[config.mk]
export PLATFORM = sky130hd
export DESIGN_NAME = regfile_scoreboard
export DESIGN_NICKNAME = d
export VERILOG_FILES = /design/src/rtl/regfile_scoreboard.sv
export SDC_FILE = /design/constraint.sdc
export NUM_CORES = 1
export LEC_CHECK = 0
export CAP_MARGIN = 20
export CORE_AREA = 2 2 140 101
export DETAILED_ROUTE_END_ITERATION = 8
export DIE_AREA = 0 0 142 103
export GPL_TIMING_DRIVEN = 0
export HOLD_SLACK_MARGIN = 0.12
export SYNTH_ARGS = -nofsm -noshare
export SYNTH_HDL_FRONTEND = slang
export SYNTH_SLANG_ARGS = --single-unit
export TNS_END_PERCENT = 30
[constraint.sdc]
create_clock -name clk -period 2.7 [get_ports clk]
set_input_delay 0.405 -clock clk [delete_from_list [all_inputs] [get_ports clk]]
set_output_delay 0.405 -clock clk [all_outputs]
set_load 0.02 [all_outputs]
[src/rtl/regfile_scoreboard.sv]
// regfile_scoreboard: parametrised register file (2 read ports, 1 write port)
// with a per-register busy scoreboard for RAW hazard detection at decode.
// R0 is hardwired to zero and is never busy. Addresses at or above NUM_REGS
// read as zero and non-busy, and writes or issues to them are dropped.
// Optional feature: define RF_BYPASS_EN to forward same-cycle writeback data
// to the read ports and drop the retiring busy bit in that same cycle.
module regfile_scoreboard #(
  parameter int DATA_W   = 8,
  parameter int NUM_REGS = 8,
  parameter int ADDR_W   = $clog2(NUM_REGS)
) (
  input  logic              clk,
  input  logic              rst,
  input  logic [ADDR_W-1:0] rd_addr1,
  input  logic [ADDR_W-1:0] rd_addr2,
  output logic [DATA_W-1:0] rd_data1,
  output logic [DATA_W-1:0] rd_data2,
  input  logic              wr_en,
  input  logic [ADDR_W-1:0] wr_addr,
  input  logic [DATA_W-1:0] wr_data,
  input  logic              issue_en,
  input  logic [ADDR_W-1:0] issue_addr,
  output logic              busy1,
  output logic              busy2,
  output logic              stall,
  input  logic              use1,
  input  logic              use2
);

  localparam int DEPTH = 1 << ADDR_W;

  // One bit per encodable address: 1 when that address maps to a real register.
  function automatic logic [DEPTH-1:0] build_mask();
    logic [DEPTH-1:0] m;
    m = {DEPTH{1'b0}};
    for (int i = 0; i < DEPTH; i++) begin
      m[i] = (i < NUM_REGS) ? 1'b1 : 1'b0;
    end
    return m;
  endfunction

  localparam logic [DEPTH-1:0] VALID_MASK = build_mask();

  // True for a real, non-R0 register: the only addresses that hold state.
  function automatic logic reg_ok(input logic [ADDR_W-1:0] a);
    return VALID_MASK[a] && (a != ADDR_W'(0));
  endfunction

  logic [DATA_W-1:0]   regs_r [NUM_REGS];
  logic [NUM_REGS-1:0] busy_r;
  logic [NUM_REGS-1:0] busy_next_s;
  logic [DATA_W-1:0]   raw_data1_s;
  logic [DATA_W-1:0]   raw_data2_s;
  logic                raw_busy1_s;
  logic                raw_busy2_s;
  logic                fwd1_s;
  logic                fwd2_s;

  // Scoreboard next state: issue sets, writeback clears, set wins on a tie.
  always_comb begin
    busy_next_s    = busy_r;
    busy_next_s[0] = 1'b0;
    for (int i = 1; i < NUM_REGS; i++) begin
      if (issue_en && (issue_addr == ADDR_W'(i))) begin
        busy_next_s[i] = 1'b1;
      end else if (wr_en && (wr_addr == ADDR_W'(i))) begin
        busy_next_s[i] = 1'b0;
      end else begin
        busy_next_s[i] = busy_r[i];
      end
    end
  end

  // Scoreboard state, cleared asynchronously.
  always_ff @(posedge clk or posedge rst) begin
    if (rst) begin
      busy_r <= {NUM_REGS{1'b0}};
    end else begin
      busy_r <= busy_next_s;
    end
  end

  // Register storage; writes to R0 or unmapped addresses are dropped.
  always_ff @(posedge clk or posedge rst) begin
    if (rst) begin
      for (int i = 0; i < NUM_REGS; i++) begin
        regs_r[i] <= {DATA_W{1'b0}};
      end
    end else if (wr_en && reg_ok(wr_addr)) begin
      regs_r[wr_addr] <= wr_data;
    end else begin
      regs_r <= regs_r;
    end
  end

  // Stored data and busy bits seen by each read port (zero for R0/unmapped).
  always_comb begin
    raw_data1_s = {DATA_W{1'b0}};
    raw_data2_s = {DATA_W{1'b0}};
    raw_busy1_s = 1'b0;
    raw_busy2_s = 1'b0;
    if (reg_ok(rd_addr1)) begin
      raw_data1_s = regs_r[rd_addr1];
      raw_busy1_s = busy_r[rd_addr1];
    end else begin
      raw_data1_s = {DATA_W{1'b0}};
      raw_busy1_s = 1'b0;
    end
    if (reg_ok(rd_addr2)) begin
      raw_data2_s = regs_r[rd_addr2];
      raw_busy2_s = busy_r[rd_addr2];
    end else begin
      raw_data2_s = {DATA_W{1'b0}};
      raw_busy2_s = 1'b0;
    end
  end

  // Forwarding hits: a live writeback to the register a port is reading.
  always_comb begin
    fwd1_s = 1'b0;
    fwd2_s = 1'b0;
`ifdef RF_BYPASS_EN
    fwd1_s = !rst && wr_en && reg_ok(wr_addr) && (wr_addr == rd_addr1);
    fwd2_s = !rst && wr_en && reg_ok(wr_addr) && (wr_addr == rd_addr2);
`else
    fwd1_s = 1'b0;
    fwd2_s = 1'b0;
`endif
  end

  // Read-port outputs and the decode stall.
  always_comb begin
    rd_data1 = raw_data1_s;
    rd_data2 = raw_data2_s;
    busy1    = raw_busy1_s;
    busy2    = raw_busy2_s;
    if (fwd1_s) begin
      rd_data1 = wr_data;
      busy1    = issue_en && (issue_addr == rd_addr1);
    end else begin
      rd_data1 = raw_data1_s;
      busy1    = raw_busy1_s;
    end
    if (fwd2_s) begin
      rd_data2 = wr_data;
      busy2    = issue_en && (issue_addr == rd_addr2);
    end else begin
      rd_data2 = raw_data2_s;
      busy2    = raw_busy2_s;
    end
    stall = (use1 && busy1) || (use2 && busy2);
  end

endmodule

Word level (Yosys, flattened, before mapping)
Memories as Yosys holds them, arrays and structs flattened.
Cells that the tools add are included.
Widths: inputs -> output; s select.
{ "totals": {"register_bits": 71, "rom_bits": 24, "input_bits": 26, "out_inout_bits": 19, "n_memories": 3} }
{ "op_classes": {"magnitude_cmp": 7, "n_eq_ne": 14, "muxes": 34, "bitwise": 3, "reduce_logical": 32} }
{ "mem_list": {"columns": ["name", "words", "word_bits", "read_ports", "rd_ports_with_merged_regs", "write_ports", "line_no", "source"], "rows": [
  ["(no name shown)", 8, 1, 1, 0, 0, "46", "return VALID_MASK[a] && (a != ADDR_W'(0));"],
  ["(no name shown)", 8, 1, 1, 0, 0, "46", null],
  ["(no name shown)", 8, 1, 1, 0, 0, "46", null]
]} }
{ "op_table": {"columns": ["op", "n"], "rows": [
  ["$bwmux 64", 1],
  ["$mux 8", 7],
  ["$bmux 8 s3", 2],
  ["$demux 8 s3", 1],
  ["$eq 3x3->1 const B", 8],
  ["$logic_and 1x1->1", 21],
  ["$mux 1", 21],
  ["$reduce_bool 2->1", 7],
  ["$eq 3x2->1 const B", 4],
  ["$ge 4x4->1 const B", 3],
  ["$lt 3x4->1 const B", 3],
  ["$not 3->4", 3],
  ["$reduce_bool 3->1", 3],
  ["$bmux 1 s3", 2],
  ["$eq 3x1->1 const B", 2],
  ["$lt 4x1->1 const B", 1],
  ["$logic_or 1x1->1", 1]
]} }

Logic depth before layout (Yosys ltp)
Gate-level depths: netlist of the first run.
{ "logic_depth": {"ltp_word": 6, "mapped_depth": 5} }

Worst setup path after synthesis of the first run
No wires, ideal clock.
{ "synth_path": {"path_kind": "input port to output port", "start": "in rd_addr2[0]", "end": "out rd_data2[1]", "arrival_time_ns": 1.770, "slack_ns": 0.525, "stages": 4, "n_path_buf": 2, "cell_sequence": "buf_2 -> clkbuf_1 -> a21oi_1 -> a221oi_1"} }
{ "synth_between": {"elab_chain_len": 5, "elab_cells_between_ends": 9, "cone_classes": "mux: 5; bitwise: 1; reduce/logical: 2; memory: 1"} }
{ "synth_rtl": {"columns": ["item", "line_no", "source"], "rows": [
  ["start, declared", "15", "input logic [ADDR_W-1:0] rd_addr2,"],
  ["$not 3->4 (implied by the code)", "110", "raw_data2_s = regs_r[rd_addr2];"],
  ["$bmux 8 s3", "110", null],
  ["$mux 8 (implied by the code) (2 in series)", "110", null],
  ["$mux 8 (*)", "109", "if (reg_ok(rd_addr2)) begin"],
  ["end, declared", "17", "output logic [DATA_W-1:0] rd_data2,"]
]} }
Mark *: on every way between the ends. The rest lies on a longest branch, timed or not. The select of a mux whose other input is x is not followed.

Worst setup path in the final report of the first run
{ "layout_path": {"start": "in rd_addr1[1]", "end": "out stall"} }
{ "layout_between": {"elab_chain_len": 6, "elab_cells_between_ends": 9, "cone_classes": "mux: 4; reduce/logical: 4; memory: 1"} }
{ "layout_rtl": {"columns": ["item", "line_no", "source"], "rows": [
  ["start, declared", "14", "input logic [ADDR_W-1:0] rd_addr1,"],
  ["$mem_v2 8x1", null, null],
  ["$mux 1 (implied by the code)", "46", null],
  ["$logic_and 1x1->1", "46", null],
  ["$mux 1 (*)", "102", "if (reg_ok(rd_addr1)) begin"],
  ["$logic_and 1x1->1 (*)", "151", "stall = (use1 && busy1) || (use2 && busy2);"],
  ["$logic_or 1x1->1 (*)", "151", null],
  ["end, declared", "25", "output logic stall,"]
]} }
Marks and branches as above.

==> impl_metrics.env, run 1 <==
export IMPL_yosys_top_cells_count="71 x dfrtp_1, 61 x mux2_2, 20 x clkbuf_1, 20 x o21ai_0, 18 x mux4_2"
export IMPL_yosysTopAreaCell="dfrtp_1"
export IMPL_area_delta_synth_final_pct=24.88
export IMPL_ir_drop_mv=0.2996
export IMPL_ys_warn_count=0
export IMPL_maxSlewViolCount=0
export IMPL_relSlewSlack_pct=38.98
export IMPL_ys_seq_elements=71
export IMPL_internal_power_mw=2.520
export IMPL_antenna_found_initial=1
export IMPL_numCtsBuffers=9
export IMPL_switchingPower_mw=1.004
export IMPL_final_cell_area_um2=4892
export IMPL_cts_hold_buf=0
export IMPL_routed_via_density=5.307
export IMPL_tightest_slew_ns=0.9153
export IMPL_sw_frac_of_total_pct=28.49
export IMPL_grt_use_total_pct=16.63
export IMPL_via_count=2855
export IMPL_hpwl_um=7552
export IMPL_cts_tree="built"
export IMPL_finalNetCount=388
export IMPL_finalCriticalPeriod_ns=2.612
export IMPL_hold_class="flip-flop to flip-flop"
export IMPL_grt_max_degree=72
export IMPL_synth_fp_nets=340
export IMPL_synth_seq_area_share_pct=45.35
export IMPL_cp_arrival_ns=2.21
export IMPL_clkPwrFrac_pct=35.0
export IMPL_coreArea_um2=13470
export IMPL_drtPass1Iterations=4
export IMPL_die_width_um=142
export IMPL_final_setup_viol_count=0
export IMPL_place_gp_congestion=0.8384
export IMPL_layout_drive_gt1_share_pct=34.60
export IMPL_syn_instance_count=314
export IMPL_critical_path_required_ns=2.30
export IMPL_critical_path_class="input pin to output port"
export IMPL_clock_skew_ns=0
export IMPL_synth_edf_count=0
export IMPL_period_share_pct=96.75
export IMPL_drc=0
export IMPL_synthFlopType="dfrtp_1"
export IMPL_comb_power_share_pct=24.4
export IMPL_grt_first_pass_wirelength_um=17700
export IMPL_finalPower_mw=3.525
export IMPL_status="finished, final reports clean"
export IMPL_dpl_cell_area_um2=4526
export IMPL_leakage_nw=2.039
export IMPL_synth_top_area_share_pct=45.35
export IMPL_clkTransAtPathRegs_ns=0.06
export IMPL_critPathCaptureType="output port"
export IMPL_clk_path_buf_depth=2
export IMPL_power_frac_seq_pct=40.6
export IMPL_start_util_pct=29.09
export IMPL_cts_resized=48
export IMPL_async_flop_share_pct=100.0
export IMPL_wire_per_inst_um=21.05
export IMPL_cts_sinks=71
export IMPL_critPathLaunchType="input pin"
export IMPL_drtIter0Drc=157
export IMPL_synth_most_common_cell="dfrtp_1"
export IMPL_cellPowerDensity_nw_per_um2=720.4
export IMPL_die_y_um=103
export IMPL_antenna_cells=0
export IMPL_clk_latency_ns=0.33
export IMPL_wirelength_um=11320
export IMPL_grt_pass1_vias=3147
export IMPL_maxClockFrequency_mhz=382.8
export IMPL_maxCapViolCount=0
export IMPL_die_area_um2=14630
export IMPL_syn_area_um2=3918
export IMPL_h_tree_depth=3
export IMPL_ys_types=26
export IMPL_finalHoldViolCount=0
export IMPL_rows=36
export IMPL_port_buffers=38
export IMPL_boundaryPins=45
export IMPL_ant_nets=0
export IMPL_grt_overflow=0
export IMPL_rsz0062_at_grt="no"
export IMPL_synth_area_leaders="dfrtp_1 45%, mux2_2 18%, mux4_2 10%"
export IMPL_postCtsSetupBuffers=0
export IMPL_syn_avg_cell_area_um2=12.48
export IMPL_path_max_fanout=10
export IMPL_cts_root_buf="clkbuf_16"
## cells in the final DEF, fill, tap and decap left out, types with 3 or more instances in the layout
| cell type | instances |
|---|---|
| o21ai_0 | 20 |
| clkdlybuf4s50_1 | 16 |
| clkbuf_2 | 5 |
| mux4_2 | 18 |
| nor2b_1 | 16 |
| nand4b_1 | 3 |
| mux2i_1 | 16 |
| buf_2 | 4 |
| a221oi_2 | 6 |
| mux2_2 | 61 |
| buf_6 | 3 |
| buf_4 | 4 |
| clkbuf_1 | 13 |
| o2bb2ai_1 | 16 |
| clkbuf_16 | 9 |
| nor2_1 | 16 |
| clkdlybuf4s15_2 | 3 |
| nand2_1 | 7 |
| dfrtp_1 | 71 |
| dlygate4sd2_1 | 18 |
| a221oi_1 | 10 |
| nand2b_1 | 3 |
| inv_1 | 5 |
| clkbuf_8 | 3 |
## flip-flops by register name (all words and copies together), names as in the netlist
signal and count:
busy_r 7, regs_r 64
## per-stage QoR
| stage | hold slack, ns | util, % | cells | TNS, ns | setup WS [ns] |
|---|---|---|---|---|---|
| 6_report | 0.4768 | 36.32 | 538 | 0 | 0.08768 |
| 5_1_grt | 0.4987 | 36.32 | 538 | 0 | 0.02612 |
| 4_1_cts | 0.4809 | 36.28 | 538 | -0.01171 | -0.01171 |
| 3_5_place_dp | 0.4680 | 33.60 | 524 | -11.53 | -0.7381 |
| 3_3_place_gp | 0.4519 | 33.50 | 523 | -60.60 | -0.7232 |
| 2_1_floorplan | 0.4413 | - | 314 | 0 | 0.4984 |
## cell type report
cell class	instances	area, µm²
Inverter	6	25.02
Tap cell	171	214.0
Buffer	28	150.1
Fill cell	1297	8576
Clock inverter	3	40.04
Multi-Input combinational cell	207	2041
Sequential cell	71	1777
Clock buffer	13	270.3
Timing Repair Buffer	39	375.4
## worst max-delay path: stages
cell and delay (ns):
dlygate4sd2_1 0.28, buf_6 0.18, mux2_4 0.30, mux4_2 0.49, a22o_1 0.24, dlygate4sd2_1 0.31
## power groups by stage
| stage | clock network [mW] | registers, mW | logic (mW) |
|---|---|---|---|
| floorplan | 0 | 1.39 | 0.608 |
| global placement | 0 | 1.43 | 0.852 |
| detailed placement | 0 | 1.44 | 0.877 |
| CTS | 1.26 | 1.43 | 0.866 |
| global route | 1.31 | 1.46 | 0.935 |
| finish | 1.23 | 1.43 | 0.861 |
## routing by layer
metal / part of all wire, % / global-route usage, % / vias up
met5: 0 / 0 / -
li1: - / - / 1275
met3: 6.6 / 4.923 / 14
met1: 45 / 21.53 / 1470
met4: 1.3 / 6.462 / 0
met2: 47 / 26.53 / 96
## path summary, 6_finish.rpt
kind | cells after the start | slack, ns | startpoint | endpoint
max | 6 | 0.09 | rd_addr1[1] | stall
min | 1 | 0.48 | regs_r[61] | regs_r[61]
max reg2reg | 1 | 1.89 | regs_r[27] | regs_r[27]
min reg2reg | 1 | 0.48 | regs_r[61] | regs_r[61]
max in group asynchronous | 2 | 1.48 | rst | busy_r[2]
min in group asynchronous | 2 | 0.61 | rst | regs_r[60]
## kinds of logic (layout without fill, tap and decap cells)
logic type | count (synthesis) | after routing | synth area share [%]
and+or+nand+nor | 53 | 53 | 7.474
muxes | 96 | 96 | 32.35
buffers and inverters | 36 | 89 | 4.088
AOI/OAI and AO/OA | 58 | 58 | 10.73
DFF | 71 | 71 | 45.35
Power figures use the tool's default switching activity.
==> run 2, diff against run 1 <==
Settings changed: CORE_AREA 2 2 140 101 to 2 2 131 108, DIE_AREA 0 0 142 103 to 0 0 133 110, SKIP_CTS_REPAIR_TIMING set to 1.
==> impl_metrics.env, run 2 (synthesis gave the netlist of run 1 again) <==
export IMPL_cts_sinks=71
export IMPL_finalNetCount=387
export IMPL_hold_class="flip-flop to flip-flop"
export IMPL_cts_tree="built"
export IMPL_status="finished, final reports clean"
export IMPL_via_count=2791
export IMPL_period_share_pct=97.23
export IMPL_r2r_end="regs_r[26]"
export IMPL_path_max_fanout=10
export IMPL_largest_register_ff_count=64
export IMPL_maxClockFrequency_mhz=380.9
export IMPL_clk_path_buf_depth=2
export IMPL_wirelength_um=10940
export IMPL_critPathBufInv=3
export IMPL_hold_end="regs_r[56]"
export IMPL_critPathLaunchType="input pin"
export IMPL_h_tree_depth=3
export IMPL_leakage_nw=2.146
export IMPL_crit_path_top_delay_cell="clkbuf_1"
export IMPL_layout_drive_gt1_share_pct=33.79
export IMPL_critPathCaptureType="output port"
export IMPL_fill_cells=1282
export IMPL_grt_overflow=0
export IMPL_place_inst=532
export IMPL_drc=0
export IMPL_final_setup_viol_count=0
export IMPL_port_buffers=38
export IMPL_maxCapViolCount=0
export IMPL_crit_start="rd_addr1[0]"
export IMPL_tightest_slew_ns=1.065
export IMPL_hold_path_depth=1
export IMPL_ff2ff_path_depth=1
export IMPL_cts_root_buf="clkbuf_16"
export IMPL_rows=38
export IMPL_place_gp_congestion=0.8355
export IMPL_hp_start="regs_r[56]"
export IMPL_layout_common_cells="71 x dfrtp_1, 61 x mux2_2, 20 x o21ai_0"
export IMPL_grt_max_degree=72
export IMPL_ant_nets=0
export IMPL_finalCriticalPeriod_ns=2.625
export IMPL_cellPowerDensity_nw_per_um2=707.4
export IMPL_area_delta_synth_final_pct=25.17
export IMPL_dpl_cell_area_um2=4526
export IMPL_relSlewSlack_pct=28.62
export IMPL_regToRegStartpoint="regs_r[26]"
export IMPL_top_register="regs_r"
export IMPL_clk_latency_ns=0.33
export IMPL_boundaryPins=45
export IMPL_clkTransAtPathRegs_ns=0.05
export IMPL_finalHoldViolCount=0
export IMPL_grt_use_total_pct=15.91
export IMPL_drtPass1Iterations=4
export IMPL_wire_per_inst_um=20.10
export IMPL_reg2reg_slack_ns=1.90
export IMPL_fin_setup_tns_ns=0
export IMPL_antenna_cells=0
export IMPL_cp_top_family="buffers and inverters"
export IMPL_start_util_pct=29.53
export IMPL_crit_path_max_incr_delay_ns=0.58
export IMPL_drtIter0Drc=182
export IMPL_crit_chain="buf_2 > clkbuf_1 > a21oi_4 > a221oi_1 > dlymetal6s2s_1"
export IMPL_antenna_found_initial=0
export IMPL_final_common_cell="dfrtp_1"
export IMPL_critical_path_required_ns=2.30
export IMPL_hpwl_um=7246
export IMPL_cp_arrival_ns=2.22
export IMPL_die_area_um2=14630
export IMPL_coreArea_um2=13270
export IMPL_reg_top3="regs_r: 64 flops, busy_r: 7 flops"
export IMPL_grt_pass1_vias=2956
export IMPL_instances_no_fill=544
export IMPL_maxSlewViolCount=0
export IMPL_numCtsBuffers=9
export IMPL_grt_first_pass_wirelength_um=17080
export IMPL_ir_drop_mv=0.3438
export IMPL_routed_via_density=5.131
export IMPL_finish_utilization_pct=36.96
export IMPL_final_cell_area_um2=4903
export IMPL_die_width_um=133
export IMPL_clock_skew_ns=0
export IMPL_critical_path_class="input pin to output port"
export IMPL_die_y_um=110
## run 2: cell types whose count changed in the layout (fill, tap and decap cells not counted), sizes merged
cell           change
dlygate4sd2       -18
clkbuf             +5
clkdlybuf4s15      -3
buf                -4
clkinv             -2
clkinvlp           +2
clkdlybuf4s50      +1
dlymetal6s2s      +16
## run 2: through the flow
step	hold slack (ns)	setup slack, ns	power, mW
final	0.4768	0.07488	3.469
after global routing	0.4961	-0.04939	3.641
after CTS	0.4804	-0.7151	3.504
after detailed placement	0.4641	-0.6845	2.315
after global placement	0.4527	-0.7047	2.280
after floorplan	0.4413	0.4984	2.002
## run 2: worst max path at each step
stage                              to  slack, ns  cells after the start
final                     rd_data1[0]       0.07                      5
after global routing      rd_data1[0]      -0.05                      5
after CTS                 rd_data1[7]      -0.72                      6
after detailed placement  rd_data1[7]      -0.68                      6
after global placement      busy_r[6]      -0.70                      2
after floorplan             busy_r[1]       0.50                      1
## run 2: where the power goes
group / total (mW) / switching, mW / internal (mW)
registers: 1.43 / 0.159 / 1.27
logic: 0.868 / 0.393 / 0.475
clock network: 1.17 / 0.441 / 0.729
total: 3.47 / 0.992 / 2.48
## run 2: routing by layer
layer	routed length, µm	share of wire [%]	up-vias	track usage (%)
met5	0	0	-	0
met4	150	1.4	0	5.376
met3	585	5.3	9	4.344
met2	5071	46	66	25.20
met1	5127	47	1440	21.26
li1	-	-	1276	-
## run 2: final cells by class
type	instances	area, µm²	area share (%)
Multi-Input combinational cell	207	2041	41.62
Tap cell	180	225.2	4.593
Clock inverter	3	45.04	0.9186
Buffer	28	145.1	2.960
Timing Repair Buffer	38	402.9	8.216
Clock buffer	11	242.7	4.950
Inverter	6	25.02	0.5103
Sequential cell	71	1777	36.23
==> run 3, diff against run 2 <==
==> constraint.sdc (replaced) <==
create_clock -name clk -period 2.7 [get_ports clk]
set_input_delay 0.405 -clock clk [delete_from_list [all_inputs] [get_ports clk]]
set_output_delay 0.405 -clock clk [all_outputs]
set_load 0.01 [all_outputs]
==> impl_metrics.env, run 3 (synthesis gave the netlist of run 1 again) <==
export IMPL_finalNetCount=387
export IMPL_finalHoldViolCount=0
export IMPL_grt_max_degree=72
export IMPL_period_share_pct=97.85
export IMPL_cts_tree="built"
export IMPL_final_cell_area_um2=4933
export IMPL_sw_frac_of_total_pct=27.85
export IMPL_die_width_um=133
export IMPL_boundaryPins=45
export IMPL_final_common_cell="dfrtp_1"
export IMPL_relSlewSlack_pct=32.33
export IMPL_finalCriticalPeriod_ns=2.642
export IMPL_hpwl_um=7246
export IMPL_grt_overflow=0
export IMPL_rows=38
export IMPL_place_gp_congestion=0.8355
export IMPL_maxSlewViolCount=0
export IMPL_final_setup_viol_count=0
export IMPL_ant_nets=0
export IMPL_antenna_found_initial=0
export IMPL_clk_path_buf_depth=2
export IMPL_drtIter0Drc=198
export IMPL_grt_pass1_vias=2956
export IMPL_via_count=2832
export IMPL_cellPowerDensity_nw_per_um2=702.1
export IMPL_crit_start="rd_addr1[1]"
export IMPL_critical_path_class="input pin to output port"
export IMPL_cp_arrival_ns=2.24
export IMPL_fill_cells=1279
export IMPL_critical_path_required_ns=2.30
export IMPL_h_tree_depth=3
export IMPL_power_frac_seq_pct=41.3
export IMPL_pre_cts_ws_ns=-0.6168
export IMPL_leakage_nw=2.049
export IMPL_antenna_cells=0
export IMPL_internal_power_mw=2.499
export IMPL_clkPwrFrac_pct=33.9
export IMPL_port_buffers=38
export IMPL_multi_input_area_um2=2064
export IMPL_tightest_slew_ns=1.010
export IMPL_path_max_fanout=10
export IMPL_area_delta_synth_final_pct=25.93
export IMPL_die_y_um=110
export IMPL_top_register="regs_r"
export IMPL_seqCellArea_um2=1777
export IMPL_rsz0062_at_grt="yes"
export IMPL_regToRegStartpoint="regs_r[27]"
export IMPL_reg_top3="regs_r: 64 flops, busy_r: 7 flops"
export IMPL_start_util_pct=29.53
export IMPL_layout_drive_gt1_share_pct=33.52
export IMPL_cts_root_buf="clkbuf_16"
export IMPL_maxClockFrequency_mhz=378.5
export IMPL_instances_no_fill=544
export IMPL_hp_start="regs_r[60]"
export IMPL_die_area_um2=14630
export IMPL_fin_setup_tns_ns=0
export IMPL_comb_power_share_pct=24.8
export IMPL_ir_drop_mv=0.3445
export IMPL_largest_register_ff_count=64
export IMPL_wirelength_um=11090
export IMPL_grt_use_total_pct=15.91
export IMPL_hold_class="flip-flop to flip-flop"
export IMPL_layout_common_cells="71 x dfrtp_1, 61 x mux2_2, 30 x clkdlybuf4s50_1"
export IMPL_numCtsBuffers=9
export IMPL_clk_latency_ns=0.34
export IMPL_place_inst=532
export IMPL_grt_first_pass_wirelength_um=17080
export IMPL_drtPass1Iterations=4
export IMPL_clock_skew_ns=0
export IMPL_switchingPower_mw=0.9648
export IMPL_wire_per_inst_um=20.39
export IMPL_drc=0
export IMPL_status="finished, final reports clean"
export IMPL_critPathCaptureType="output port"
export IMPL_clkTransAtPathRegs_ns=0.05
export IMPL_dpl_cell_area_um2=4526
export IMPL_routed_via_density=5.206
export IMPL_critPathLaunchType="input pin"
export IMPL_whs_ns=0.4753
export IMPL_setup_slack_ns=0.05809
export IMPL_maxCapViolCount=0
export IMPL_coreArea_um2=13270
export IMPL_cts_sinks=71
## run 3: cell count changes in the layout (fill, tap and decap cells not counted), sizes merged
cell | before | now
buf | 7 | 11
clkbuf | 36 | 28
clkdlybuf4s50 | 17 | 30
dlymetal6s2s | 17 | 8
## run 3: critical path, stage by stage
cell and delay, ns:
dlymetal6s2s_1 0.17, buf_6 0.17, mux2_4 0.30, mux4_2 0.49, a22o_1 0.24, clkdlybuf4s50_1 0.47
## run 3: final timing paths
check | end | slack, ns | cells after the start
worst max-delay path | stall | 0.06 | 6
worst min-delay path | regs_r[60] | 0.48 | 1
worst max register to register | regs_r[27] | 1.89 | 1
worst min register to register | regs_r[60] | 0.48 | 1
max in group asynchronous | regs_r[21] | 1.50 | 2
min in group asynchronous | regs_r[52] | 0.62 | 2
## run 3: layer usage
layer / GRT usage [%] / routed length, µm / vias up
met1: 21.26 / 5084 / 1474
met3: 4.344 / 491 / 11
met4: 5.376 / 156 / 0
met2: 25.20 / 5359 / 68
met5: 0 / 0 / -
li1: - / - / 1279
## run 3: layout make-up
type	count	area share, %
buffer	28	3.119
tap	180	4.565
timing repair buffer	38	8.116
clock inverter	3	0.9130
multi-input combinational	207	41.85
sequential	71	36.01
clock buffer	11	4.920
inverter	6	0.5072
## run 3: power groups by stage
| stage | sequential, mW | combinational [mW] | clock [mW] |
|---|---|---|---|
| 2_1_floorplan | 1.39 | 0.565 | 0 |
| 3_3_place_gp | 1.43 | 0.810 | 0 |
| 3_5_place_dp | 1.44 | 0.828 | 0 |
| 4_1_cts | 1.43 | 0.830 | 1.20 |
| 5_1_grt | 1.46 | 0.931 | 1.24 |
| 6_report | 1.43 | 0.860 | 1.17 |
## run 3: per-stage QoR
step | utilization, % | total power, mW
2_1_floorplan | - | 1.959
3_3_place_gp | 34.10 | 2.238
3_5_place_dp | 34.12 | 2.272
4_1_cts | 36.29 | 3.462
5_1_grt | 37.19 | 3.632
6_report | 37.19 | 3.464
